[src/rtl/fetch_ctrl.sv]
// Instruction fetch / issue / retire sequencer: fetches at pc, holds the word for
// decode, waits for execute, then pulses the PC update with the chosen next-PC source.
package fetch_ctrl_pkg;
  typedef enum logic [1:0] {
    PC_4   = 2'b00,
    PC_BEQ = 2'b01,
    PC_J   = 2'b10
  } PC_sel_e;
endpackage

module fetch_ctrl
  import fetch_ctrl_pkg::*;
#(
  parameter int TIMEOUT = 16
) (
  input  logic        clk,
  input  logic        rst,
  input  logic [31:0] pc,
  output logic        imem_req,
  output logic [31:0] imem_addr,
  input  logic        imem_gnt,
  input  logic        imem_rvalid,
  input  logic [31:0] imem_rdata,
  output logic        instr_valid,
  output logic [31:0] instr,
  input  logic        instr_ready,
  input  logic        ex_done,
  input  PC_sel_e     ex_pc_sel,
  output logic        pc_en,
  output PC_sel_e     pc_sel,
  output logic [31:0] retired,
  output logic        err,
  output logic [2:0]  dbg_state
);

  // Handshakes: imem request is held until the cycle imem_gnt=1; data is taken on the
  // cycle imem_rvalid=1 in FETCH_WAIT; instr transfers on the edge with instr_valid=1
  // and instr_ready=1; ex_done is honoured only in EXEC_WAIT. All are single-edge events.
  typedef enum logic [2:0] {
    FETCH_REQ  = 3'd0,
    FETCH_WAIT = 3'd1,
    ISSUE      = 3'd2,
    EXEC_WAIT  = 3'd3,
    PC_UPDATE  = 3'd4,
    ERROR      = 3'd5
  } state_e;

  state_e      state_q, state_d;
  logic [7:0]  wait_q, wait_d;
  logic [31:0] instr_q;
  logic [31:0] retired_q;
  PC_sel_e     sel_q;

  always_ff @(posedge clk or posedge rst) begin
    if (rst) begin
      state_q   <= FETCH_REQ;
      wait_q    <= 8'd0;
      instr_q   <= 32'd0;
      retired_q <= 32'd0;
      sel_q     <= PC_4;
    end else begin
      state_q <= state_d;
      wait_q  <= wait_d;
      if (state_q == FETCH_WAIT && imem_rvalid) instr_q <= imem_rdata;
      if (state_q == EXEC_WAIT && ex_done) begin
        case (ex_pc_sel)
          PC_4, PC_BEQ, PC_J: sel_q <= ex_pc_sel;
          default:            sel_q <= PC_4;
        endcase
      end
      if (state_q == PC_UPDATE) retired_q <= retired_q + 32'd1;
    end
  end

  always_comb begin
    state_d = state_q;
    wait_d  = wait_q;
    case (state_q)
      FETCH_REQ: begin
        if (imem_gnt) begin
          state_d = FETCH_WAIT;
          wait_d  = 8'd0;
        end
      end
      FETCH_WAIT: begin
        // rvalid wins even on the cycle that would otherwise time out
        if (imem_rvalid) begin
          state_d = ISSUE;
        end else begin
          wait_d = wait_q + 8'd1;
          if (wait_d == 8'(TIMEOUT)) state_d = ERROR;
        end
      end
      ISSUE:     if (instr_ready) state_d = EXEC_WAIT;
      EXEC_WAIT: if (ex_done) state_d = PC_UPDATE;
      PC_UPDATE: state_d = FETCH_REQ;
      ERROR:     state_d = ERROR;
      default:   state_d = FETCH_REQ;
    endcase
  end

  assign imem_req    = (state_q == FETCH_REQ) && !rst;
  assign imem_addr   = pc;
  assign instr_valid = (state_q == ISSUE);
  assign instr       = instr_q;
  assign pc_en       = (state_q == PC_UPDATE);
  assign pc_sel      = pc_en ? sel_q : PC_4;
  assign retired     = retired_q;
  assign err         = (state_q == ERROR);
  assign dbg_state   = state_q;

endmodule

[config.mk]
export PLATFORM = sky130hd
export DESIGN_NAME = fetch_ctrl
export DESIGN_NICKNAME = d
export VERILOG_FILES = /design/src/rtl/fetch_ctrl.sv
export SDC_FILE = /design/constraint.sdc
export NUM_CORES = 1
export LEC_CHECK = 0
export BUFFER_PORTS_ARGS = -buffer_cell sky130_fd_sc_hd__buf_4
export CAP_MARGIN = 10
export CORE_ASPECT_RATIO = 1.2
export CORE_MARGIN = 5
export CORE_UTILIZATION = 40
export CTS_BUF_LIST = sky130_fd_sc_hd__clkbuf_16
export DETAILED_ROUTE_END_ITERATION = 16
export PLACE_DENSITY = 0.77
export SLEW_MARGIN = 5
export SYNTH_ARGS = -nofsm -noshare
export SYNTH_HDL_FRONTEND = slang
export SYNTH_SLANG_ARGS = --single-unit
[constraint.sdc]
create_clock -name clk -period 6.3 [get_ports clk]
set_input_delay 0.945 -clock clk [delete_from_list [all_inputs] [get_ports clk]]
set_output_delay 0.945 -clock clk [all_outputs]
set_load 0.01 [all_outputs]
* Yosys cells after proc, flatten, opt, wreduce, memory -nomap -nowiden
Cells that the tools add are included.
** Storage, ports and cells
- Bits in registers :: 77
- Bits in latches :: 0
- Bits in writable memories :: 0
- Memory bits (read-only) :: 0
- Output and inout port bits :: 105
- Word-level logic and storage cells :: 41
- Memories :: 0
** Operators by class
- Add/subtract/negate cells :: 2
- Multipliers :: 0
- Div/mod/pow operators :: 0
- Magnitude comparators :: 0
- Eq/ne operators :: 13
- Shift operators :: 0
- Mux-type cells :: 11
- Bitwise logic cells :: 0
- Reductions and logical operators :: 10
** Operators by type and width (number)
- adder 32 x 1 -> 32 bit, second input constant :: 1
- two-way mux 8 bit :: 2
- case mux 8 bit (2 select lines) :: 1
- two-way mux 3 bit :: 5
- case mux 3 bit (5 select lines) :: 1
- adder 8 x 1 -> 8 bit, second input constant :: 1
- equality test 8 x 5 -> 1 bit, second input constant :: 1
- equality test 3 x 2 -> 1 bit, second input constant :: 2
- equality test 3 bit, second input constant :: 2
- != test 2 bit, second input constant :: 3
- two-way mux 2 bit :: 2
- AND reduction 4 bit :: 1
- equality test 3 x 1 -> 1 bit, second input constant :: 1
- logical AND 1 bit :: 3
- logical NOT 3 bit :: 1
- != test 3 x 2 -> 1 bit, second input constant :: 1
- AND reduction 3 bit :: 1
- OR reduction 3 bit :: 1
- equality test 2 x 1 -> 1 bit, second input constant :: 1
- equality test 2 bit, second input constant :: 1
- logical NOT 2 bit :: 1
- != test 2 x 1 -> 1 bit, second input constant :: 1
- nonzero test 2 bit :: 1
- logical NOT 1 bit :: 1

* Depth between registers and ports, before layout
Gate-level depths: netlist of run 1.
- Depth in word-level cells :: 5
- Gate-level depth with buffers :: 6
- Gate-level depth less buffers :: 5

* Least setup slack after synthesis of run 1
Ideal clock, no wire load.
- Path type :: input -> output
- Start point :: input port rst
- End point :: output port imem_req
- Data arrival time :: 1.298 ns
- Slack :: 4.057 ns
- Stages :: 1
- Buffers on the path :: 0
- Cell sequence :: nor4_1
** Between the ends
- Longest elaborated chain between the ends :: 2
** RTL lines
- start: declaration :: RTL line 17 : input logic rst,
- logical NOT 1 bit :: RTL line 102 : assign imem_req = (state_q == FETCH_REQ) && !rst;
- logical AND 1 bit :: RTL line 102
- end: declaration :: RTL line 19 : output logic imem_req,
Every way passes these cells.

* Worst setup path in the final report of run 1
- Start point :: register state_q[2] (netlist: dbg_state[2])
- End point :: output port pc_sel[0]
** Between the ends
- Longest elaborated chain between the ends :: 2
** RTL lines
- start: declaration :: RTL line 48 : state_e state_q, state_d;
- start signal: assignment :: RTL line 62 : state_q <= state_d;
- equality test 3 bit :: RTL line 106 : assign pc_en = (state_q == PC_UPDATE);
- two-way mux 2 bit :: RTL line 107 : assign pc_sel = pc_en ? sel_q : PC_4;
- end: declaration :: RTL line 30 : output PC_sel_e pc_sel,
Every way passes these cells.

==> impl_metrics.json, run 1 <==
{
  "status": "finished clean",
  "vias_per_cell": 5.15,
  "syn_area_per_cell_um2": 11.7,
  "grt_use_total_pct": 14.6,
  "ant_nets": 0,
  "grt_max_degree": 78,
  "rr_startpoint": "dbg_state[0]$_DFFE_PP0P_",
  "initial_core_util_pct": 41.2,
  "crit_path_max_fanout": 15,
  "cp.required_ps": 5350,
  "finalSetupViolCount": 0,
  "end_kind": "output pin",
  "core_um2": 9080,
  "portBuffers": 112,
  "fmax_mhz": 369,
  "syn_to_final_growth_pct": 28.0,
  "cts_tree": "yes",
  "rows": 38,
  "max-clock-path-buffers": 2,
  "netlist_area_um2": 3740,
  "cts_resized": 0,
  "worst_pin_slew_ps": 971,
  "maxSlewHeadroom_pct": 35.3,
  "clock_skew_ps": 5.94,
  "cp_slowest_cell": "dfrtp_1",
  "finalHoldViolations": 0,
  "synth_ff_type": "dfrtp_1",
  "ios": 177,
  "r2r_cells": 4,
  "grt_pass1_vias": 2722,
  "syn_inst": 319,
  "die-height_um": 116,
  "synth_area_leaders": "dfrtp_1 51%, mux2_2 9.9%, buf_4 6.6%, xnor2_1 4.9%, xor2_1 3.3%",
  "cts_buffers": 9,
  "clkPwrFrac_pct": 30.0,
  "period_share_pct": 43.0,
  "ys_types": 42,
  "yosys_warnings": 0,
  "grt_first_pass_wirelength_mm": 13.4,
  "die_area_um2": 11400,
  "setup.worst_path.start": "dbg_state[2]$_DFFE_PP0P_",
  "p_int_uw": 1350,
  "die_w_um": 98.3,
  "min_period_ps": 2710,
  "drive_above_1_share_pct": 42.2,
  "htree_levels": 3,
  "peakVddDrop_mv": 0.231,
  "clock_latency_ps": 320,
  "path_class": "flip-flop to output pin",
  "synth_area_leader_cell": "dfrtp_1",
  "finalMaxSlewViolations": 0,
  "tns_ps": 0,
  "wl_per_cell_um": 15.7,
  "p_switching_uw": 563,
  "placed_area_um2": 4460,
  "arrival_ps": 1760,
  "drt_iter0_markers": 117,
  "clock-sinks": 77,
  "ys_ff_latch": 77,
  "crit_chain": "nor3b_4 -> and2_1 -> buf_4",
  "start_kind": "flip-flop",
  "place.gp.congestion": 0.835,
  "detail_route.first_pass.iterations": 4,
  "synth_edf_count": 0,
  "antenna_found_initial": 0,
  "r2r-end": "instr[13]$_DFFE_PP0P_",
  "grt_overflow": 0,
  "synthArstFlopShare_pct": 100,
  "min_path_type": "flip-flop to flip-flop",
  "vias": 2702,
  "fin_nets": 474,
  "maxCapViolCount": 0,
  "yosysSeqAreaShare_pct": 51.5,
  "p_leak_uw": 0.00225,
  "cts_setup_buffers": 0,
  "endpoint": "pc_sel[0]",
  "layout_commonest_cell": "buf_4",
  "syn-num-nets": 393,
  "p_seq_share_pct": 39.7,
  "r2r_slack_ps": 4230,
  "final_util_pct": 52.7,
  "rsz0062_at_grt": "false",
  "switching_share_pct": 29.4,
  "root_buffer": "clkbuf_16",
  "power_density_nw_per_um2": 400,
  "cts_hold_buffers": 0,
  "drt_wl_total_mm": 8.24,
  "max_stage_delay_ps": 690,
  "final_area_um2": 4790,
  "pwr-share-comb_pct": 30.3,
  "final_cell_mix": "114 x buf_4, 77 x dfrtp_1, 33 x mux2_2",
  "post-route-drc-count": 0,
  "clkTransAtPathRegs_ps": 60,
  "antenna_cells": 0,
  "yosysTopAreaCellShare_pct": 51.5,
  "hpwlAfterDp_mm": 5.99
}
[state kept, by name, summed over array words and instances (netlist names)]
| signal | cells |
|---|---|
| instr | 32 |
| retired | 32 |
| wait_q | 8 |
| dbg_state | 3 |
| sel_q | 2 |
[Yosys cell counts (all sizes together) (4+ instances only)]
cell	n
mux2	33
nand2	22
nor4	9
and3	4
and2	7
o21ai	13
nor2	7
xnor2	21
dfrtp	77
clkbuf	5
and4	6
nand3	11
xor2	14
nand4	17
buf	39
[cell type report]
type                       instances  area, µm²
clock buffer                       9        225
clock inverter                     7        106
fill                             784       4290
inverter                           3       11.3
multi-input combinational        195       1510
sequential                        77       1930
tap                              120        150
timing repair buffer             114        856
[critical path: cells and delay by family, from the launching register on]
kind / cells / cell delay [ps]
DFF: 1 / 690
and+or+nand+nor: 2 / 620
buffers and inverters: 1 / 120
[worst min-delay path by stage]
stage / cells past startpoint / endpoint / startpoint / slack (ps)
finish: 1 / retired[31]$_DFFE_PP0P_ / retired[31]$_DFFE_PP0P_ / 470
detailed placement: 2 / sel_q[0]$_DFFE_PP0P_ / sel_q[0]$_DFFE_PP0P_ / 470
global placement: 2 / sel_q[0]$_DFFE_PP0P_ / sel_q[0]$_DFFE_PP0P_ / 450
floorplan: 2 / sel_q[0]$_DFFE_PP0P_ / sel_q[0]$_DFFE_PP0P_ / 440
CTS: 2 / sel_q[0]$_DFFE_PP0P_ / sel_q[0]$_DFFE_PP0P_ / 480
global route: 2 / sel_q[0]$_DFFE_PP0P_ / sel_q[0]$_DFFE_PP0P_ / 500
[per-layer routing]
metal	global-route usage (%)	vias to the layer above	share of wire (%)
li1	-	1258	-
met1	17.5	1323	40
met2	24.8	99	51
met3	4.03	22	6.5
met4	5.92	0	2.2
met5	0	-	0
[metrics by stage]
step	power, µW	hold slack, ps	setup WS, ps	cells
2_1_floorplan	1080	442	3390	319
3_3_place_gp	1330	455	3960	509
3_5_place_dp	1360	465	3930	509
4_1_cts	1950	477	3560	525
5_1_grt	2020	502	3440	525
6_report	1920	474	3590	525
[power groups by stage]
| stage | Sequential, µW | Combinational (µW) | Clock, µW |
|---|---|---|---|
| after floorplan | 787 | 291 | 0 |
| after global placement | 757 | 574 | 0 |
| after detailed placement | 769 | 592 | 0 |
| after CTS | 763 | 593 | 590 |
| after global routing | 783 | 625 | 611 |
| final | 760 | 580 | 575 |
[kinds of logic after synthesis]
group	share of synthesized area, %
compound gates	3.91
xor+xnor	8.19
fa+ha+maj	0.669
buf+inv	8.22
flops	51.5
mux	10.2
simple gates	17.3
No activity file was read; power rests on OpenSTA's default activity.
==> run 2: changes to the inputs <==
Clock period 6.3 ns to 2.68 ns, I/O delays scaled along.
==> run 2 against run 1 <==
Net effect: first-iteration DRC count shrank 38%; utilization fell by 0.32 points; via count about the same; clock skew increased by 3.0 ps; global-route usage fell by 0.21 points; routed wire length fell by 1.6%; clock power grew 100%; combinational power grew 140%; non-clock buffer count increased by 1; power up 120%; flip-flop and latch count stayed put; sequential power up 130%; critical path type unchanged.
==> impl_metrics.json, run 2 (same netlist as run 1, synthesis figures left out) <==
{
  "finalNonFillerCells": 526,
  "tns_ps": 0,
  "multi_input_area_um2": 1510,
  "rows": 38,
  "grt_pass1_vias": 2747,
  "p_leak_uw": 0.00223,
  "final_cell_mix": "114 x buf_4, 77 x dfrtp_1, 33 x mux2_2",
  "vias_per_cell": 5.14,
  "placed_area_um2": 4480,
  "r2r_slack_ps": 650,
  "ios": 177,
  "layout_commonest_cell": "buf_4",
  "arrival_ps": 1790,
  "cp.required_ps": 2280,
  "grt_use_total_pct": 14.4,
  "period_share_pct": 81.9,
  "wl_per_cell_um": 15.4,
  "die_area_um2": 11400,
  "dp.cells": 510,
  "clock_skew_ps": 8.97,
  "power_density_nw_per_um2": 903,
  "die_w_um": 98.3,
  "cp_num_buf_inv": 1,
  "finalSetupViolCount": 0,
  "peakVddDrop_mv": 0.480,
  "final_area_um2": 4760,
  "antenna_cells": 0,
  "crit_chain": "nor3b_4 -> and2_1 -> buf_4",
  "seq_area_um2": 1930,
  "fmax_mhz": 456,
  "initial_core_util_pct": 41.2,
  "path_delay_family": "flip-flops",
  "root_buffer": "clkbuf_16",
  "htree_levels": 3,
  "p_seq_share_pct": 41.3,
  "cts_tree": "yes",
  "cts_buffers": 9,
  "path_class": "flip-flop to output pin",
  "finalMaxSlewViolations": 0,
  "r2r_cells": 4,
  "clkTransAtPathRegs_ps": 60,
  "endpoint": "pc_sel[0]",
  "cp_slowest_cell": "dfrtp_1",
  "drt_iter0_markers": 72,
  "setup.worst_path.start": "dbg_state[2]$_DFFE_PP0P_",
  "core_um2": 9080,
  "clock-sinks": 77,
  "grt_overflow": 0,
  "post-route-drc-count": 0,
  "maxSlewHeadroom_pct": 57.0,
  "maxCapViolCount": 0,
  "path_depth": 3,
  "drive_above_1_share_pct": 41.9,
  "min_path_type": "input port to async pin",
  "cts_resized": 0,
  "max_stage_delay_ps": 670,
  "cts_setup_buffers": 0,
  "p_int_uw": 3000,
  "drt_wl_total_mm": 8.11,
  "r2r-end": "retired[24]$_DFFE_PP0P_",
  "worst_pin_slew_ps": 644,
  "min_period_ps": 2190,
  "rr_startpoint": "dbg_state[2]$_DFFE_PP0P_",
  "status": "finished clean",
  "final.fill_count": 792,
  "cts_hold_buffers": 0,
  "start_kind": "flip-flop",
  "p_switching_uw": 1300,
  "die-height_um": 116,
  "place.gp.congestion": 0.770,
  "max-clock-path-buffers": 2,
  "finalHoldViolations": 0,
  "ant_nets": 0,
  "fin_nets": 475,
  "syn_to_final_growth_pct": 27.2,
  "clock_latency_ps": 330,
  "crit_path_max_fanout": 15,
  "grt_first_pass_wirelength_mm": 13.2,
  "vias": 2704,
  "hpwlAfterDp_mm": 6.02,
  "detail_route.first_pass.iterations": 4,
  "grt_max_degree": 48,
  "antenna_found_initial": 0,
  "pwr-share-comb_pct": 31.8,
  "switching_share_pct": 30.3,
  "end_kind": "output pin",
  "portBuffers": 112,
  "rsz0062_at_grt": "false",
  "clkPwrFrac_pct": 26.9
}
-- run 2: cell types whose count changed in the layout (fill, tap and decap cells not counted), sizes merged --
cell and change:
buf +1, bufinv -2, inv +1, clkinv +1
-- run 2: worst min-delay path by stage --
| stage | start | to | slack [ps] |
|---|---|---|---|
| floorplan | sel_q[0]$_DFFE_PP0P_ | sel_q[0]$_DFFE_PP0P_ | 440 |
| global placement | sel_q[0]$_DFFE_PP0P_ | sel_q[0]$_DFFE_PP0P_ | 460 |
| detailed placement | sel_q[0]$_DFFE_PP0P_ | sel_q[0]$_DFFE_PP0P_ | 470 |
| CTS | rst | instr[2]$_DFFE_PP0P_ | 190 |
| global route | rst | instr[2]$_DFFE_PP0P_ | 240 |
| finish | rst | instr[2]$_DFFE_PP0P_ | 180 |
-- run 2: final cells by class --
| cell class | count | share of cell area, % |
|---|---|---|
| Inverter | 3 | 0.237 |
| Clock inverter | 7 | 1.21 |
| Clock buffer | 9 | 4.73 |
| Tap cell | 120 | 3.15 |
| Multi-Input combinational cell | 195 | 31.8 |
| Timing Repair Buffer | 115 | 18.4 |
| Sequential cell | 77 | 40.5 |
-- run 2: stage by stage --
stage | setup WS [ps] | utilization [%] | hold WS, ps | total power (µW)
global route | 364 | 52.4 | 238 | 4550
global placement | 691 | 49.3 | 456 | 3130
CTS | 443 | 52.4 | 191 | 4370
detailed placement | 635 | 49.3 | 469 | 3190
finish | 486 | 52.4 | 179 | 4300
floorplan | 311 | - | 442 | 2530
-- run 2: power groups by stage --
| stage | clock (µW) | sequential [µW] | combinational (µW) |
|---|---|---|---|
| floorplan | 0 | 1850 | 683 |
| global placement | 0 | 1770 | 1350 |
| detailed placement | 0 | 1800 | 1400 |
| CTS | 1180 | 1780 | 1400 |
| global route | 1240 | 1830 | 1480 |
| finish | 1150 | 1780 | 1370 |
-- run 2: metal layers --
layer  up-vias  routed length, µm  global-route usage (%)  share of wire [%]
met5         -                  0                       0                  0
met4         0                137                    5.19                1.7
met3        17                526                    4.52                6.5
met2        94               4230                    25.3                 52
met1      1328               3210                    16.5                 40
li1       1265                  -                       -                  -
==> run 3: changes to the inputs <==
Settings changed: ABC_AREA from default to 1.
Clock period 2.68 ns to 2.2 ns, I/O delays scaled along.
==> run 3 against run 2 <==
Net effect: flip-flop and latch count stayed put; design area is 3.9% higher; critical endpoint unchanged; worst setup slack got worse by 150 ps; global-route usage grew 1.3 points; largest power group unchanged; first-iteration DRC count increased by 46%; worst hold slack worse by 76 ps; via count rose by 16%; sequential share of layout area is 1.5 points lower; area after synthesis is 3.6% higher; sequential power up 16%; register-to-register slack worse by 140 ps.
==> impl_metrics.json, run 3 <==
{
  "end_kind": "output pin",
  "htree_levels": 3,
  "tns_ps": 0,
  "final_cell_mix": "163 x nand2_1, 115 x buf_4, 77 x dfrtp_1",
  "synth_edf_count": 0,
  "grt_pass1_vias": 3232,
  "rows": 39,
  "r2r_cells": 8,
  "vias": 3145,
  "place.gp.congestion": 0.824,
  "multi_input_area_um2": 1480,
  "final_area_um2": 4950,
  "initial_core_util_pct": 40.7,
  "detail_route.first_pass.iterations": 4,
  "grt_overflow": 0,
  "syn_to_final_growth_pct": 27.6,
  "start_kind": "flip-flop",
  "p_leak_uw": 0.00266,
  "syn-num-nets": 536,
  "min_path_type": "input port to async pin",
  "synth_ff_type": "dfrtp_1",
  "die_area_um2": 11800,
  "finalMaxSlewViolations": 0,
  "layout_commonest_cell": "nand2_1",
  "period_share_pct": 84.8,
  "power_density_nw_per_um2": 1050,
  "status": "finished clean",
  "yosysMostFrequentCell": "nand2_1",
  "synth_compound_area_share_pct": 2.23,
  "fmax_mhz": 536,
  "placed_area_um2": 4640,
  "drt_iter0_markers": 105,
  "arrival_ps": 1540,
  "syn_area_per_cell_um2": 8.39,
  "clkPwrFrac_pct": 29.2,
  "synth_area_leader_cell": "dfrtp_1",
  "clkTransAtPathRegs_ps": 50,
  "netlist_area_um2": 3880,
  "pwr-share-comb_pct": 31.2,
  "grt_max_degree": 34,
  "crit_path_max_fanout": 9,
  "syn_inst": 462,
  "seq_area_um2": 1930,
  "cts_hold_buffers": 0,
  "peakVddDrop_mv": 0.723,
  "switching_share_pct": 32.7,
  "finalSetupViolCount": 0,
  "cts_setup_buffers": 0,
  "vias_per_cell": 4.65,
  "synth_top_family_by_area": "simple AND/OR/NAND/NOR gates",
  "cts_resized": 0,
  "root_buffer": "clkbuf_16",
  "p_int_uw": 3500,
  "r2r-end": "retired[28]$_DFFE_PP0P_",
  "fin_nets": 624,
  "cts_buffers": 9,
  "maxCapViolCount": 0,
  "ios": 177,
  "rr_startpoint": "dbg_state[1]$_DFFE_PP0P_",
  "yosysSeqAreaShare_pct": 49.7,
  "synthTopCellsByCount": "163 x nand2_1, 77 x dfrtp_1, 47 x inv_1",
  "drive_above_1_share_pct": 27.6,
  "synth-adder-area-share_pct": 0.645,
  "clock-sinks": 77,
  "synth_area_leaders": "dfrtp_1 50%, nand2_1 16%, buf_4 6.2%, inv_1 4.5%, xor2_1 4.3%",
  "cp.required_ps": 1870,
  "rsz0062_at_grt": "false",
  "hpwlAfterDp_mm": 6.94,
  "cts_tree": "yes",
  "synth-simple-area-share_pct": 29.0,
  "setup.worst_path.start": "dbg_state[1]$_DFFE_PP0P_",
  "core_um2": 9520,
  "synthArstFlopShare_pct": 100,
  "grt_first_pass_wirelength_mm": 15.0,
  "finalHoldViolations": 0,
  "antenna_cells": 0,
  "yosysTopAreaCellShare_pct": 49.7,
  "synthMuxAreaShare_pct": 0,
  "synthXorXnorAreaFrac_pct": 6.32,
  "p_seq_share_pct": 39.6,
  "maxSlewHeadroom_pct": 56.0,
  "grt_use_total_pct": 15.7,
  "wl_per_cell_um": 13.1,
  "drt_wl_total_mm": 8.84,
  "clock_skew_ps": 7.68,
  "max-clock-path-buffers": 2,
  "r2r_slack_ps": 510,
  "ys_ff_latch": 77,
  "die-height_um": 118,
  "final.fill_count": 897,
  "post-route-drc-count": 0,
  "worst_pin_slew_ps": 658,
  "ys_types": 30,
  "yosys_warnings": 0,
  "antenna_found_initial": 0,
  "min_period_ps": 1870,
  "path_class": "flip-flop to output pin",
  "p_switching_uw": 1700,
  "portBuffers": 112,
  "die_w_um": 99.9,
  "total_power_uw": 5200,
  "ant_nets": 0,
  "clock_latency_ps": 320
}
run 3: cell types whose count changed in the layout (fill, tap and decap cells not counted), sizes merged, moves of 8 or more:
cell	change
nor2	+30
inv	+45
nand4	-12
nand2	+144
nor4	-8
xnor2	-12
nand3	+14
nor3	+12
mux2	-33
run 3: logic make-up after synthesis:
group                    after synthesis
adder cells (fa/ha/maj)                2
AND/OR/NAND/NOR                      249
buffers and inverters                 90
flip-flops                            77
AO/OA/AOI/OAI                         16
XOR/XNOR                              28
run 3: power groups by stage:
stage	sequential (µW)	clock, µW	combinational (µW)
final	2060	1520	1620
after global routing	2110	1620	1820
after CTS	2060	1560	1650
after detailed placement	2070	0	1660
after global placement	2070	0	1610
after floorplan	2180	0	785
run 3: worst max-delay path: stages (launching register included):
cell	delay (ps)
dfrtp_1	460
inv_2	120
nand3_2	170
buf_4	230
nor2_1	100
buf_4	130
run 3: per-layer routing:
metal	up-vias	part of all wire [%]	track usage, %
li1	1566	-	-
met1	1452	40	18.5
met2	99	50	25.8
met3	28	6.8	3.85
met4	0	3.3	8.80
met5	-	0	0
run 3: cell type report:
type,count,share of cell area (%)
clock buffers,9,4.55
repair buffers,116,17.9
multi-input cells,295,30.0
inverters,51,3.95
flip-flops and latches,77,38.9
well taps,123,3.11
clock inverters,6,1.62
run 3: worst max path at each step:
stage                                          to  slack, ps
final                                   pc_sel[0]        330
after global routing                    pc_sel[0]        200
after CTS                               pc_sel[0]        300
after detailed placement  retired[28]$_DFFE_PP0P_        500
after global placement    retired[28]$_DFFE_PP0P_        570
after floorplan           retired[25]$_DFFE_PP0P_        690
run 3: per-stage QoR:
stage / util [%] / instances / hold WS [ps] / setup slack [ps]
after floorplan: - / 462 / 447 / 693
after global placement: 48.8 / 662 / 453 / 571
after detailed placement: 48.8 / 662 / 459 / 504
after CTS: 52.0 / 677 / 116 / 300
after global routing: 52.0 / 677 / 162 / 200
final: 52.0 / 677 / 102 / 333
